File: src/rtl/rv_int_unit.sv
// Trap/interrupt redirect unit for a single-cycle RV32 core: selects the next PC and keeps mepc, mcause, mie, mpie.
// Optional macro RV_INT_VECTORED_EN sends interrupts to MTVEC + 32'h2C instead of MTVEC.
module rv_int_unit #(
  parameter logic [31:0] MTVEC    = 32'h0000_0008,
  parameter logic [31:0] RESET_PC = 32'h0000_0000
) (
  input  logic        clk,
  input  logic        rst,
  input  logic        INT,
  input  logic        ill_instr,
  input  logic        ecall,
  input  logic        mret,
  input  logic [31:0] pc_cur,
  input  logic [31:0] pc_next,
  output logic [31:0] pc,
  output logic [31:0] mepc,
  output logic [31:0] mcause,
  output logic        mie,
  output logic        trap
);

`ifdef RV_INT_VECTORED_EN
  localparam logic [31:0] INT_TARGET = MTVEC + 32'h0000_002C;
`else
  localparam logic [31:0] INT_TARGET = MTVEC;
`endif

  localparam logic [31:0] CAUSE_ILL   = 32'd2;
  localparam logic [31:0] CAUSE_ECALL = 32'd11;
  localparam logic [31:0] CAUSE_INT   = 32'h8000_000B;

  typedef enum logic [2:0] {
    ACT_NONE,
    ACT_ILL,
    ACT_ECALL,
    ACT_INT,
    ACT_MRET
  } action_e;

  action_e    action;
  logic [2:0] sync_q;
  logic       int_rise;
  logic       int_pend;
  logic       mpie;

  // sync_q[1] is the synchronized INT; sync_q[2] is its previous value for edge detection.
  assign int_rise = sync_q[1] & ~sync_q[2];

  // NOTE: every signal assigned in always_comb gets a default first so no latch is inferred.
  always_comb begin
    action = ACT_NONE;
    if (ill_instr)             action = ACT_ILL;
    else if (ecall)            action = ACT_ECALL;
    else if (int_pend && mie)  action = ACT_INT;
    else if (mret)             action = ACT_MRET;
  end

  always_comb begin
    pc   = pc_next;
    trap = 1'b0;
    if (rst) begin
      pc = RESET_PC;
    end else begin
      unique case (action)
        ACT_ILL, ACT_ECALL: begin pc = MTVEC;      trap = 1'b1; end
        ACT_INT:            begin pc = INT_TARGET; trap = 1'b1; end
        ACT_MRET:           pc = mepc;
        default:            pc = pc_next;
      endcase
    end
  end

  // NOTE: sequential state uses non-blocking assignments so every flop samples pre-edge values.
  always_ff @(posedge clk or posedge rst) begin
    if (rst) sync_q <= 3'b000;
    else     sync_q <= {sync_q[1:0], INT};
  end

  // A new edge in the same cycle an interrupt is taken stays pending as a fresh request.
  always_ff @(posedge clk or posedge rst) begin
    if (rst)                   int_pend <= 1'b0;
    else if (int_rise)         int_pend <= 1'b1;
    else if (action == ACT_INT) int_pend <= 1'b0;
  end

  always_ff @(posedge clk or posedge rst) begin
    if (rst) begin
      mepc   <= 32'd0;
      mcause <= 32'd0;
      mie    <= 1'b1;
      mpie   <= 1'b0;
    end else begin
      unique case (action)
        ACT_ILL: begin
          mepc   <= pc_cur;
          mcause <= CAUSE_ILL;
          mpie   <= mie;
          mie    <= 1'b0;
        end
        ACT_ECALL: begin
          mepc   <= pc_cur;
          mcause <= CAUSE_ECALL;
          mpie   <= mie;
          mie    <= 1'b0;
        end
        // The interrupted instruction completes, so return to its successor.
        ACT_INT: begin
          mepc   <= pc_next;
          mcause <= CAUSE_INT;
          mpie   <= mie;
          mie    <= 1'b0;
        end
        ACT_MRET: begin
          mie  <= mpie;
          mpie <= 1'b1;
        end
        default: ;
      endcase
    end
  end

endmodule

File: config.mk
export PLATFORM = sky130hd
export DESIGN_NAME = rv_int_unit
export DESIGN_NICKNAME = d
export VERILOG_FILES = /design/src/rtl/rv_int_unit.sv
export SDC_FILE = /design/constraint.sdc
export NUM_CORES = 1
export LEC_CHECK = 0
export ABC_AREA = 1
export CORE_MARGIN = 5
export CORE_UTILIZATION = 40
export CTS_CLUSTER_DIAMETER = 80
export DETAILED_ROUTE_END_ITERATION = 10
export GPL_ROUTABILITY_DRIVEN = 0
export HOLD_SLACK_MARGIN = 0.02
export PLACE_DENSITY_LB_ADDON = 0.15
export SYNTH_ARGS = -nofsm -noshare
export SYNTH_HDL_FRONTEND = slang
export SYNTH_SLANG_ARGS = --single-unit
export TNS_END_PERCENT = 10
File: constraint.sdc
create_clock -name clk -period 3.4 [get_ports clk]
set_clock_uncertainty 0.15 [all_clocks]
set_input_delay 0.68 -clock clk [delete_from_list [all_inputs] [get_ports clk]]
set_output_delay 0.68 -clock clk [all_outputs]
set_load 0.01 [all_outputs]
== Word level (Yosys, flattened, before mapping) ==
Index checks and enable logic that the tools add are counted.
Cells by class
  mux-type cells: 14
  reduce and logical (&&, ||, !) cells: 7
  equal/unequal tests: 4
  bitwise logic cells: 2
Operators by type and width (number)
  one-hot mux 32 bit (2 select lines): 2
  one-hot mux 32 bit (3 select lines): 1
  two-way mux 32 bit: 1
  two-way mux 3 bit: 4
  == test 3 x 2 -> 1 bit (second input constant): 2
  nonzero test 2 bit: 3
  two-way mux 1 bit: 4
  one-hot mux 1 bit (2 select lines): 2
  == test 3 x 1 -> 1 bit (second input constant): 1
  == test 3 bit (second input constant): 1
  nonzero test 3 bit: 1
  OR reduction 3 bit: 1
  OR reduction 2 bit: 1
  AND 1 bit: 1
  logical AND 1 bit: 1
  NOT 1 bit: 1
Word-level totals
  output and inout bits: 98
  input port bits: 70
  logic and storage cells: 33
  flip-flop bits (word level): 70

== Longest topological paths before layout ==
  depth after elaboration: 8
  gate-level depth with buffers: 6
  depth with buffers taken out: 5

== Worst setup path after synthesis ==
Ideal clock, no wire load.
  path kind: input-to-output
  start: in rst
  end: out pc[3]
  stages: 4
  arrival: 2007 ps
  setup slack: 563 ps
  path buffers: 1
  data required time: 2570 ps
  cell sequence: clkbuf_1 -> inv_1 -> nand2_1 -> nor2_1
On the way
  cells in the longest elaborated chain, start to end: 1
Ends and longest elaborated chain
  from (decl): RTL line 8  | input logic rst,
  two-way mux 32 bit: RTL line 61  | if (rst) begin
  to (decl): RTL line 15  | output logic [31:0] pc,
Every way passes these cells.

== Worst setup path after layout ==
  start: in ecall
  end: out pc[31]
On the way
  cells in the longest elaborated chain, start to end: 6
  elaborated cells between the ends (all ways): 9
  those cells by class: 4 x eq/ne; 4 x mux; 1 x reduce/logical
Ends and longest elaborated chain
  from (decl): RTL line 11  | input logic ecall,
  two-way mux 3 bit *: RTL line 53  | else if (ecall) action = ACT_ECALL;
  two-way mux 3 bit *: RTL line 52  | if (ill_instr) action = ACT_ILL;
  == test 3 x 2 -> 1 bit / == test 3 x 1 -> 1 bit (equally long branches): RTL line 64  | unique case (action)
  OR reduction 3 bit (no line)
  one-hot mux 32 bit (2 select lines) *: RTL line 64
  two-way mux 32 bit *: RTL line 61
Mark *: on every way between the ends. The rest lies on a longest branch, timed or not.

==> results.sh <==
export IMPL_std_cell_rows=29
export IMPL_fin_nets=546
export IMPL_crit_family="buffers and inverters"
export IMPL_cts_sinks=41
export IMPL_die_w_um=91.3
export IMPL_drv_cap=0
export IMPL_synthSimpleGateAreaFrac_pct=37.5
export IMPL_grt_pass1_vias=2878
export IMPL_cts_max_path_buffers=2
export IMPL_cts_tree="built"
export IMPL_clockRootBuffer="clkbuf_8"
export IMPL_routed_wl_um=9120
export IMPL_start_util_pct=41.4
export IMPL_internal_power_mw=0.955
export IMPL_synthTopCellsByArea="dfrtp_1 (38%), nand4_1 (15%), nand2_1 (14%), buf_4 (11%), nand3_1 (6.6%)"
export IMPL_yosysUniqueCellTypes=20
export IMPL_grt_pass1_wl_um=14800
export IMPL_tightest_slew_ns=0.665
export IMPL_rr_worst_depth=5
export IMPL_power_frac_comb_pct=27.1
export IMPL_arrival_ns=2.42
export IMPL_cpMaxStageDelayCell="clkdlybuf4s50_1"
export IMPL_layout_setup_ws_ns=0.155
export IMPL_fin_util_pct=63.5
export IMPL_antenna_found_initial=0
export IMPL_cts_inserted_buffers=5
export IMPL_period_minus_slack_ns=3.25
export IMPL_hold_viol=0
export IMPL_min_path_cells=0
export IMPL_cp_cell_sequence="clkdlybuf4s50_1 -> nor2_4 -> buf_12 -> nand4_1 -> a21oi_1 -> clkdlybuf4s50_1"
export IMPL_setup_violations=0
export IMPL_rsz0062_at_grt="no"
export IMPL_async_flop_share_pct=100
export IMPL_ios=168
export IMPL_p_per_area_nw_per_um2=330
export IMPL_synth_area_um2=2640
export IMPL_vdd_ir_drop_max_uv=199
export IMPL_synthAdderAreaFrac_pct=0
export IMPL_fin_crit_sh_pct=95.4
export IMPL_fin_cells=554
export IMPL_seqPwrFrac_pct=41.4
export IMPL_grt_usage_pct=21.3
export IMPL_cts_hold_buf=0
export IMPL_crit_path_start_kind="primary input"
export IMPL_p_clk_share_pct=31.5
export IMPL_cp_required_ns=2.57
export IMPL_grt_remaining_overflow=0
export IMPL_synth_top_area_share_pct=37.9
export IMPL_syn_to_final_growth_pct=53.6
export IMPL_grt_max_degree=47
export IMPL_synth_top_flop_cell="dfrtp_1"
export IMPL_p_leak_nw=1.65
export IMPL_cp_depth=6
export IMPL_critical_path_class="primary input to output port"
export IMPL_synth_edf_count=0
export IMPL_syn_inst=354
export IMPL_wl_per_cell_um=16.5
export IMPL_min_path_type="flop to flop"
export IMPL_dr_pass1_iters=4
export IMPL_drt_iter0_drc=146
export IMPL_synth_commonest_cells="nand2_1 (99), nand4_1 (63), buf_4 (40), dfrtp_1 (40), nand3_1 (35)"
export IMPL_slew_headroom_pct=55.6
export IMPL_muxShareOfSynthArea_pct=0
export IMPL_pre_cts_ws_ns=0.157
export IMPL_diodes=0
export IMPL_synth_top_family_by_area="simple AND/OR/NAND/NOR gates"
export IMPL_seq_area_frac_synth_pct=38.9
export IMPL_synth_compound_area_share_pct=6.87
export IMPL_insertion_delay_ns=0.29
export IMPL_drive_above_1_share_pct=5.87
export IMPL_yosys_area_share_xor_xnor_pct=0
export IMPL_tns_ns=0
export IMPL_clock_fmax_mhz=308
export IMPL_ys_ff_latch=41
export IMPL_vias_per_cell=5.33
export IMPL_h_tree_depth=2
export IMPL_critPathBufInv=3
export IMPL_maxSlewViolCount=0
export IMPL_status="complete, no violations"
export IMPL_clk_pin_slew_ns=0.09
export IMPL_dieArea_um2=8330
export IMPL_placed_area_um2=3940
export IMPL_portBuffers=139
export IMPL_synth_most_common_cell="nand2_1"
export IMPL_via_count=2952
export IMPL_coreArea_um2=6390
export IMPL_design_area_um2=4060
export IMPL_yosys_area_top_type="dfrtp_1"
export IMPL_crit_fanout=46
export IMPL_slowest_delay_ns=0.57
export IMPL_dp_hpwl_um=6280
export IMPL_cp_common_cell="clkdlybuf4s50_1"
export IMPL_ctsResizeCount=0
export IMPL_ant_nets=0
export IMPL_drc_errors=0
export IMPL_dp_cells=546
export IMPL_netSwitchingFraction_pct=28.6
export IMPL_endpoint_kind="output port"
export IMPL_p_sw_mw=0.382
export IMPL_syn_area_per_cell_um2=7.46
export IMPL_ys_warn_count=0
export IMPL_dieHeight_um=91.3
export IMPL_cts_setup_buffers=0
-- cell families (layout without fill, tap and decap cells) --
kind of cell           Yosys count  after routing
DFF                             41             41
buffers and inverters           71            167
AOI/OAI and AO/OA               36             36
other                            1             28
and+or+nand+nor                205            205
-- path summary, 6_finish.rpt --
path                                     start              endpoint  slack (ns)
max in group asynchronous                  rst       mie$_DFFE_PP1N_        1.75
setup / recovery                         ecall                pc[31]        0.15
hold reg to reg            sync_q[1]$_DFF_PP0_   sync_q[2]$_DFF_PP0_        0.24
min in group asynchronous                  rst  int_pend$_DFFE_PP0P_        0.98
setup reg to reg               mie$_DFFE_PP1N_  mepc[26]$_DFFE_PP0P_        1.34
hold / removal             sync_q[1]$_DFF_PP0_   sync_q[2]$_DFF_PP0_        0.24
-- cell type report --
type                       instances  area, um2
multi-input combinational        269       1280
fill                             600       2330
clock buffer                       6       82.6
sequential                        41       1030
inverter                           8       30.0
timing repair buffer             151       1510
tap                               77       96.3
clock inverter                     2       37.5
-- through the flow --
step | power [mW] | hold WS, ns
final | 1.34 | 0.236
after global routing | 1.40 | 0.249
after CTS | 1.35 | 0.239
after detailed placement | 0.926 | 0.219
after global placement | 0.922 | 0.209
after floorplan | 0.732 | 0.181
-- power groups by stage --
stage               clock (mW)  combinational [mW]  sequential [mW]
floorplan                    0               0.158            0.575
global route             0.451               0.391            0.561
finish                   0.421               0.363            0.554
global placement             0               0.360            0.562
detailed placement           0               0.363            0.563
CTS                      0.428               0.365            0.554
-- state kept, by name, indices dropped and copies added (netlist names) --
name and cells:
int_pend 1, mcause 3, sync_q 3, mie 1, mepc 32, mpie 1
-- layer usage --
| layer | vias to the layer above | global-route usage, % | routed length [um] |
|---|---|---|---|
| li1 | 1415 | - | - |
| met2 | 134 | 35.9 | 4450 |
| met3 | 14 | 5.62 | 721 |
| met4 | 0 | 5.26 | 138 |
| met1 | 1389 | 27.0 | 3810 |
| met5 | - | 0 | 0 |
-- cell usage in the layout (no fill, tap or decap) --
| master | count |
|---|---|
| a21oi_1 | 33 |
| buf_12 | 2 |
| buf_4 | 10 |
| bufinv_16 | 1 |
| clkbuf_8 | 6 |
| clkdlybuf4s50_1 | 139 |
| clkinvlp_4 | 1 |
| conb_1 | 28 |
| dfrtp_1 | 40 |
| dfstp_2 | 1 |
| inv_1 | 5 |
| inv_2 | 3 |
| nand2_1 | 99 |
| nand2_2 | 1 |
| nand3_1 | 35 |
| nand4_1 | 63 |
| nor2_1 | 4 |
| nor2_4 | 2 |
| o21ai_0 | 1 |
| o21ai_1 | 1 |
| o22ai_1 | 1 |
| or2_2 | 1 |
Power figures use the tool's default switching activity.
